--- config.mk ---
export PLATFORM = sky130hd
export DESIGN_NAME = debug_module_flat
export DESIGN_NICKNAME = d
export VERILOG_FILES = /design/src/rtl/dm_pkg.sv /design/src/rtl/dm_if.sv /design/src/rtl/dm_hart_ctrl.sv /design/src/rtl/debug_module.sv /design/src/flat_wrapper.sv
export SDC_FILE = /design/constraint.sdc
export NUM_CORES = 1
export LEC_CHECK = 0
export BUFFER_PORTS_ARGS = -buffer_cell sky130_fd_sc_hd__buf_2
export CAP_MARGIN = 20
export CORE_ASPECT_RATIO = 1.2
export CORE_MARGIN = 2
export CORE_UTILIZATION = 38
export DETAILED_ROUTE_END_ITERATION = 16
export PLACE_DENSITY_LB_ADDON = 0.25
export REMOVE_ABC_BUFFERS = 1
export SLEW_MARGIN = 40
export SYNTH_ARGS = -nofsm -noshare
export SYNTH_HDL_FRONTEND = slang
export SYNTH_SLANG_ARGS = --single-unit
--- constraint.sdc ---
create_clock -name clk -period 1.3 [get_ports clk]
set_input_delay 0.195 -clock clk [delete_from_list [all_inputs] [get_ports clk]]
set_output_delay 0.195 -clock clk [all_outputs]
set_load 0.02 [all_outputs]
--- src/rtl/dm_pkg.sv ---
// Shared register map, DMI encodings and dmcontrol layout for the single-hart
// RISC-V debug module (0.13 subset).
package dm_pkg;

    localparam int unsigned DM_DATA0      = 32'h04;
    localparam int unsigned DM_DATA1      = 32'h05;
    localparam int unsigned DM_DMCONTROL  = 32'h10;
    localparam int unsigned DM_DMSTATUS   = 32'h11;
    localparam int unsigned DM_HARTINFO   = 32'h12;
    localparam int unsigned DM_ABSTRACTCS = 32'h16;

    typedef enum logic [1:0] {
        NOP   = 2'd0,
        READ  = 2'd1,
        WRITE = 2'd2,
        RSVD  = 2'd3
    } dmi_op_e;

    typedef enum logic [1:0] {
        SUCCESS = 2'd0,
        FAILED  = 2'd2
    } dmi_resp_e;

    typedef enum logic {
        IDLE = 1'b0,
        RESP = 1'b1
    } dm_state_e;

    typedef struct packed {
        logic        haltreq;
        logic        resumereq;
        logic        hartreset;
        logic        ackhavereset;
        logic [23:0] reserved;
        logic        setresethaltreq;
        logic        clrresethaltreq;
        logic        ndmreset;
        logic        dmactive;
    } dmcontrol_t;

endpackage

--- src/rtl/dm_if.sv ---
// DMI request/response channel: the JTAG DTM is the master, the debug module
// is the slave.
interface dm_if #(
    parameter int DMI_ABITS = 7
);
    logic                 req_valid;
    logic                 req_ready;
    logic [DMI_ABITS-1:0] req_addr;
    logic [1:0]           req_op;
    logic [31:0]          req_data;
    logic                 resp_valid;
    logic                 resp_ready;
    logic [31:0]          resp_data;
    logic [1:0]           resp_op;

    modport master (
        output req_valid, req_addr, req_op, req_data, resp_ready,
        input  req_ready, resp_valid, resp_data, resp_op
    );

    modport slave (
        input  req_valid, req_addr, req_op, req_data, resp_ready,
        output req_ready, resp_valid, resp_data, resp_op
    );
endinterface

--- src/rtl/dm_hart_ctrl.sv ---
// Run-control state for the single hart: halt/resume/reset-halt requests,
// resume acknowledge, havereset tracking and the SoC ndmreset level.
module dm_hart_ctrl
    import dm_pkg::*;
(
    input  logic       clk,
    input  logic       rst_n,
    input  logic       ctrl_we,
    input  dmcontrol_t ctrl,
    input  logic       hart_running,
    output logic       dmactive,
    output logic       haltreq,
    output logic       resumereq,
    output logic       resumeack,
    output logic       resethaltreq,
    output logic       ndmreset,
    output logic       havereset
);

    logic ndmreset_fall;
    logic unused_ctrl;

    assign unused_ctrl   = ^{ctrl.hartreset, ctrl.reserved};
    assign ndmreset_fall = ndmreset && ctrl_we && !(ctrl.dmactive && ctrl.ndmreset);

    // A dmcontrol write lands after the resume handshake so a fresh resume
    // request overrides a completion seen on the same edge.
    always_ff @(posedge clk) begin
        if (!rst_n) begin
            dmactive     <= 1'b0;
            haltreq      <= 1'b0;
            resumereq    <= 1'b0;
            resumeack    <= 1'b0;
            resethaltreq <= 1'b0;
            ndmreset     <= 1'b0;
            havereset    <= 1'b1;
        end else begin
            if (resumereq && hart_running) begin
                resumereq <= 1'b0;
                resumeack <= 1'b1;
            end
            if (ctrl_we) begin
                dmactive <= ctrl.dmactive;
                if (!ctrl.dmactive) begin
                    haltreq      <= 1'b0;
                    resumereq    <= 1'b0;
                    resumeack    <= 1'b0;
                    resethaltreq <= 1'b0;
                    ndmreset     <= 1'b0;
                end else begin
                    haltreq  <= ctrl.haltreq;
                    ndmreset <= ctrl.ndmreset;
                    if (ctrl.resumereq && !ctrl.haltreq) begin
                        resumereq <= 1'b1;
                        resumeack <= 1'b0;
                    end
                    if (ctrl.clrresethaltreq) begin
                        resethaltreq <= 1'b0;
                    end else if (ctrl.setresethaltreq) begin
                        resethaltreq <= 1'b1;
                    end
                end
            end
            if (ndmreset_fall) begin
                havereset <= 1'b1;
            end else if (ctrl_we && ctrl.ackhavereset) begin
                havereset <= 1'b0;
            end
        end
    end

endmodule

--- src/rtl/debug_module.sv ---
// Single-hart RISC-V debug module, DMI responder side.
// Optional DM_ABSTRACT_DATA_EN adds the data0/data1 scratch registers.
module debug_module
    import dm_pkg::*;
#(
    parameter int DMI_ABITS  = 7,
    parameter int DM_VERSION = 2
) (
    input  logic clk,
    input  logic rst_n,
    dm_if.slave  dmi,
    input  logic hart_halted,
    input  logic hart_running,
    output logic haltreq,
    output logic resumereq,
    output logic resethaltreq,
    output logic ndmreset
);

    dm_state_e   state_q, state_d;
    logic        accept;
    dmi_op_e     req_op;
    dmcontrol_t  wr_ctrl;
    logic        dmcontrol_we;
    logic [31:0] rdata;
    logic [31:0] resp_data_d, resp_data_q;
    dmi_resp_e   resp_op_d, resp_op_q;
    logic        dmactive, resumeack, havereset;
    logic [3:0]  datacount;

    assign req_op       = dmi_op_e'(dmi.req_op);
    assign wr_ctrl      = dmcontrol_t'(dmi.req_data);
    assign dmcontrol_we = accept && (req_op == WRITE) && (dmi.req_addr == DMI_ABITS'(DM_DMCONTROL));

`ifdef DM_ABSTRACT_DATA_EN
    logic [31:0] data0_q, data1_q;

    assign datacount = 4'd2;

    // Scratch data is wiped whenever the debugger deactivates the module.
    always_ff @(posedge clk) begin
        if (!rst_n) begin
            data0_q <= '0;
            data1_q <= '0;
        end else if (dmcontrol_we && !wr_ctrl.dmactive) begin
            data0_q <= '0;
            data1_q <= '0;
        end else if (accept && (req_op == WRITE)) begin
            if (dmi.req_addr == DMI_ABITS'(DM_DATA0)) data0_q <= dmi.req_data;
            if (dmi.req_addr == DMI_ABITS'(DM_DATA1)) data1_q <= dmi.req_data;
        end
    end
`else
    assign datacount = 4'd0;
`endif

    always_ff @(posedge clk) begin
        if (!rst_n) begin
            state_q <= IDLE;
        end else begin
            state_q <= state_d;
        end
    end

    always_comb begin
        state_d        = state_q;
        accept         = 1'b0;
        dmi.req_ready  = 1'b0;
        dmi.resp_valid = 1'b0;
        case (state_q)
            IDLE: begin
                dmi.req_ready = 1'b1;
                if (dmi.req_valid) begin
                    accept  = 1'b1;
                    state_d = RESP;
                end
            end
            RESP: begin
                dmi.resp_valid = 1'b1;
                if (dmi.resp_ready) state_d = IDLE;
            end
            default: state_d = IDLE;
        endcase
    end

    always_comb begin
        rdata = '0;
        case (dmi.req_addr)
`ifdef DM_ABSTRACT_DATA_EN
            DMI_ABITS'(DM_DATA0): rdata = data0_q;
            DMI_ABITS'(DM_DATA1): rdata = data1_q;
`endif
            DMI_ABITS'(DM_DMCONTROL): rdata = {haltreq, 29'b0, ndmreset, dmactive};
            DMI_ABITS'(DM_DMSTATUS): begin
                rdata[19:18] = {2{havereset}};
                rdata[17:16] = {2{resumeack}};
                rdata[11:10] = {2{hart_running}};
                rdata[9:8]   = {2{hart_halted}};
                rdata[7]     = 1'b1;
                rdata[3:0]   = 4'(DM_VERSION);
            end
            DMI_ABITS'(DM_ABSTRACTCS): rdata[3:0] = datacount;
            default: rdata = '0;
        endcase
    end

    always_comb begin
        resp_data_d = '0;
        resp_op_d   = SUCCESS;
        case (req_op)
            READ:    resp_data_d = rdata;
            RSVD:    resp_op_d   = FAILED;
            default: resp_data_d = '0;
        endcase
    end

    // The response is captured on the accepting edge and held until taken.
    always_ff @(posedge clk) begin
        if (!rst_n) begin
            resp_data_q <= '0;
            resp_op_q   <= SUCCESS;
        end else if (accept) begin
            resp_data_q <= resp_data_d;
            resp_op_q   <= resp_op_d;
        end
    end

    assign dmi.resp_data = resp_data_q;
    assign dmi.resp_op   = resp_op_q;

    dm_hart_ctrl u_hart_ctrl (
        .clk          (clk),
        .rst_n        (rst_n),
        .ctrl_we      (dmcontrol_we),
        .ctrl         (wr_ctrl),
        .hart_running (hart_running),
        .dmactive     (dmactive),
        .haltreq      (haltreq),
        .resumereq    (resumereq),
        .resumeack    (resumeack),
        .resethaltreq (resethaltreq),
        .ndmreset     (ndmreset),
        .havereset    (havereset)
    );

endmodule

--- src/flat_wrapper.sv ---
// flat-port wrapper written by rule: the top's interface ports become plain ports
module debug_module_flat import dm_pkg::*;
#(
    parameter int DMI_ABITS  = 7,
    parameter int DM_VERSION = 2
)
  (clk, rst_n, hart_halted, hart_running, haltreq, resumereq, resethaltreq, ndmreset, dmi_req_valid, dmi_req_addr, dmi_req_op, dmi_req_data, dmi_resp_ready, dmi_req_ready, dmi_resp_valid, dmi_resp_data, dmi_resp_op);
  dm_if #(.DMI_ABITS(DMI_ABITS)) dmi_i ();
  input  logic clk;
  input  logic rst_n;
  input  logic hart_halted;
  input  logic hart_running;
  output logic haltreq;
  output logic resumereq;
  output logic resethaltreq;
  output logic ndmreset;
  input wire logic [$bits(dmi_i.req_valid)-1:0] dmi_req_valid;
  input wire logic [$bits(dmi_i.req_addr)-1:0] dmi_req_addr;
  input wire logic [$bits(dmi_i.req_op)-1:0] dmi_req_op;
  input wire logic [$bits(dmi_i.req_data)-1:0] dmi_req_data;
  input wire logic [$bits(dmi_i.resp_ready)-1:0] dmi_resp_ready;
  output wire logic [$bits(dmi_i.req_ready)-1:0] dmi_req_ready;
  output wire logic [$bits(dmi_i.resp_valid)-1:0] dmi_resp_valid;
  output wire logic [$bits(dmi_i.resp_data)-1:0] dmi_resp_data;
  output wire logic [$bits(dmi_i.resp_op)-1:0] dmi_resp_op;
  assign dmi_i.req_valid = dmi_req_valid;
  assign dmi_i.req_addr = dmi_req_addr;
  assign dmi_i.req_op = dmi_req_op;
  assign dmi_i.req_data = dmi_req_data;
  assign dmi_i.resp_ready = dmi_resp_ready;
  assign dmi_req_ready = dmi_i.req_ready;
  assign dmi_resp_valid = dmi_i.resp_valid;
  assign dmi_resp_data = dmi_i.resp_data;
  assign dmi_resp_op = dmi_i.resp_op;
  debug_module #(.DMI_ABITS(DMI_ABITS), .DM_VERSION(DM_VERSION)) u_core (.clk(clk), .rst_n(rst_n), .dmi(dmi_i), .hart_halted(hart_halted), .hart_running(hart_running), .haltreq(haltreq), .resumereq(resumereq), .resethaltreq(resethaltreq), .ndmreset(ndmreset));
endmodule
==> impl_metrics.py <==
metrics = {
    "global_route": {
        "gr-total-overflow": 0,
        "grt_max_degree": 15,
        "track_usage": 0.136,
        "antenna_found_initial": 0,
        "grt_pass1_wl_mm": 3.25,
        "grt_pass1_vias": 766,
    },
    "drt": {
        "drc": 0,
        "route.vias.total": 877,
        "routed_wl_mm": 1.95,
        "dr.pass1.iters": 4,
        "post_drt_wl_per_cell_um": 10.3,
        "drtIter0Drc": 7,
        "antenna_left": 0,
        "via_per_inst": 4.64,
    },
    "layout": {
        "fin_nets": 204,
        "area_growth_pct": 17.5,
        "drive_above_1_share": 0.378,
        "multiInputGateArea_um2": 534,
        "finish.utilization": 0.470,
        "antenna_cells": 0,
        "regArea_um2": 342,
        "fillCellCount": 291,
    },
    "timing": {
        "final-hold-violation-count": 0,
        "skew_ns": 0.00246,
        "fmax_mhz": 797,
        "post-route-period-util": 0.965,
        "slew_headroom": 0.647,
        "worst_pin_slew_ns": 0.529,
        "setup_viol": 0,
        "period_minus_slack_ns": 1.25,
        "rsz0062_at_grt": "yes",
        "timing.hold.ws_ns": 0.153,
        "maxSlewViolCount": 0,
    },
    "pwr": {
        "p_clk_frac": 0.282,
        "peakVddDrop_uv": 436,
        "intPower_mw": 0.700,
        "p_leak_nw": 0.569,
        "combPwrFrac": 0.184,
        "switchingPower_mw": 0.288,
        "power_density_nw_per_um2": 824,
        "p_sw_frac": 0.292,
        "pwr-share-seq": 0.535,
    },
    "logic_synthesis": {
        "yosysWarnings": 0,
        "postSynthAreaPerCell_um2": 8.73,
        "synth_seq_area_share": 0.333,
        "synthCells": 117,
        "synth_area_um2": 1020,
        "ys_ff_latch": 17,
        "ys_types": 28,
    },
    "job": {
        "maxCapViolations": 0,
    },
    "cts": {
        "clock_path_buffers": 2,
        "htreeDepth": 1,
        "clockRootBuffer": "clkbuf_4",
        "cts_sinks": 17,
        "cts_tree": "built",
        "holdBufCountCts": 0,
        "path_clk_slew_ns": 0.10,
        "cts-buffers-inserted": 3,
        "post_cts_buffers": 0,
        "clk_latency_ns": 0.28,
    },
    "worst_setup_path": {
        "crit_path_max_fanout": 6,
        "arrival_ns": 1.41,
        "slowest_delay_ns": 0.36,
        "crit_type": "reg2reg",
        "crit_slowest_cell": "dfxtp_2",
        "worst_setup_path_end_kind": "flop",
        "worstPathRequired_ns": 1.45,
        "crit_path_start_kind": "flop",
        "path_cells": "nor4b_4, buf_4, and4_2, a211oi_1",
    },
    "placement": {
        "numPortBuffers": 40,
        "finalWeightedCongestion": 0.763,
        "hpwl_mm": 1.64,
    },
    "floorplan": {
        "rows": 20,
        "placeableCoreArea_um2": 2550,
        "die_height_um": 60.8,
        "fp.dieW_um": 51.3,
        "ios": 87,
        "die_area_um2": 3120,
        "start_util": 0.400,
    },
    "outcome": {
        "status": "complete, no violations",
    },
    "min_path": {
        "worstHoldPathType": "in2reg",
    },
}
final cells by class:
cell class / count / area share
sequential: 17 / 0.285
timing repair buffer: 46 / 0.204
multi-input combinational: 86 / 0.445
inverter: 3 / 0.00938
clock buffer: 4 / 0.0219
tap: 33 / 0.0344
logic make-up (layout without fill, tap and decap cells):
family / count (synthesis) / after routing / share of synthesized area
compound gates: 18 / 18 / 0.123
buf+inv: 34 / 53 / 0.229
flops: 17 / 17 / 0.333
mux: 3 / 3 / 0.0294
other cells: 1 / 21 / 0.00367
simple gates: 44 / 44 / 0.282
per-layer routing:
metal,part of all wire,GRT usage
met1,0.38,0.148
met3,0.069,0.0296
met2,0.55,0.263
met5,0,0
met4,0.0046,0.0451
power groups by stage:
stage	clock, mW	sequential (mW)	combinational (mW)
4_1_cts	0.291	0.529	0.181
2_1_floorplan	0	0.544	0.101
3_5_place_dp	0	0.540	0.181
5_1_grt	0.324	0.530	0.198
6_report	0.278	0.528	0.181
3_3_place_gp	0	0.540	0.178
worst max-delay path, delay by kind of cell (launching register included):
| kind | cells | cell delay (ns) |
|---|---|---|
| AO/OA/AOI/OAI | 1 | 0.08 |
| buffers and inverters | 1 | 0.17 |
| flip-flops | 1 | 0.36 |
| AND/OR/NAND/NOR | 2 | 0.52 |
cell usage in the layout (no fill, tap or decap), drive strengths merged, types with 2 or more instances in the layout:
cell type	count
and2	3
a21oi	11
nand2b	4
conb	21
a211oi	2
buf	46
nor2b	4
dfxtp	17
clkbuf	4
mux2i	3
nor4b	2
inv	3
nand2	14
nand3	3
nand4	9
final timing paths:
| path | cells past startpoint | slack, ns | to | startpoint |
|---|---|---|---|---|
| max | 4 | 0.05 | u_core.u_hart_ctrl.resumeack$_SDFF_PN0_ | u_core.state_q$_SDFF_PN0_ |
| min | 3 | 0.15 | u_core.state_q$_SDFF_PN0_ | dmi_resp_ready |
| max reg2reg | 4 | 0.05 | u_core.u_hart_ctrl.resumeack$_SDFF_PN0_ | u_core.state_q$_SDFF_PN0_ |
| min reg2reg | 2 | 0.46 | u_core.dmi.resp_op[1]$_SDFFE_PN0N_ | u_core.dmi.resp_op[1]$_SDFFE_PN0N_ |
metrics by stage:
stage | setup slack, ns | cell area [um2] | setup TNS (ns) | std cells | power [mW]
floorplan | -0.173 | 873 | -1.11 | 106 | 0.645
global placement | 0.00784 | 1160 | 0 | 185 | 0.717
detailed placement | -0.00915 | 1160 | -0.00915 | 185 | 0.721
CTS | 0.0217 | 1190 | 0 | 189 | 1.00
global route | -0.0300 | 1200 | -0.160 | 189 | 1.05
finish | 0.0454 | 1200 | 0 | 189 | 0.988
repair_timing:
item                                    in CTS  in global routing
pin swaps                                    0                  2
endpoints found under the setup margin       1                 10
gates resized for setup                      1                  4
endpoints found under the hold margin        0                  0
sequential cells by signal, summed over array words and instances, names as in the netlist:
| register | flops |
|---|---|
| u_core.dmi.resp_data | 8 |
| u_core.dmi.resp_op | 1 |
| u_core.state_q | 1 |
| u_core.u_hart_ctrl.dmactive | 1 |
| u_core.u_hart_ctrl.haltreq | 1 |
| u_core.u_hart_ctrl.havereset | 1 |
| u_core.u_hart_ctrl.ndmreset | 1 |
| u_core.u_hart_ctrl.resethaltreq | 1 |
| u_core.u_hart_ctrl.resumeack | 1 |
| u_core.u_hart_ctrl.resumereq | 1 |
synth_stat cells:
| master | instances | area, um2 |
|---|---|---|
| a211oi_1 | 1 | 7.51 |
| a211oi_2 | 1 | 12.5 |
| a21boi_0 | 1 | 7.51 |
| a21oi_1 | 11 | 55.1 |
| a221o_1 | 1 | 10.0 |
| a221oi_2 | 1 | 15.0 |
| a41oi_1 | 1 | 8.76 |
| and2_1 | 3 | 18.8 |
| and4_1 | 1 | 8.76 |
| buf_2 | 1 | 5.00 |
| buf_4 | 26 | 195 |
| buf_6 | 1 | 11.3 |
| clkbuf_1 | 3 | 11.3 |
| conb_1 | 1 | 3.75 |
| dfxtp_1 | 17 | 340 |
| inv_1 | 3 | 11.3 |
| mux2i_1 | 3 | 30.0 |
| nand2_1 | 14 | 52.6 |
| nand2b_1 | 4 | 25.0 |
| nand3_1 | 3 | 15.0 |
| nand4_1 | 9 | 56.3 |
| nand4b_1 | 1 | 8.76 |
| nor2_1 | 1 | 3.75 |
| nor2b_1 | 4 | 25.0 |
| nor3b_4 | 1 | 18.8 |
| nor4b_4 | 2 | 47.6 |
| o2111ai_1 | 1 | 8.76 |
| or2b_1 | 1 | 7.51 |
Power figures use the tool's default switching activity.
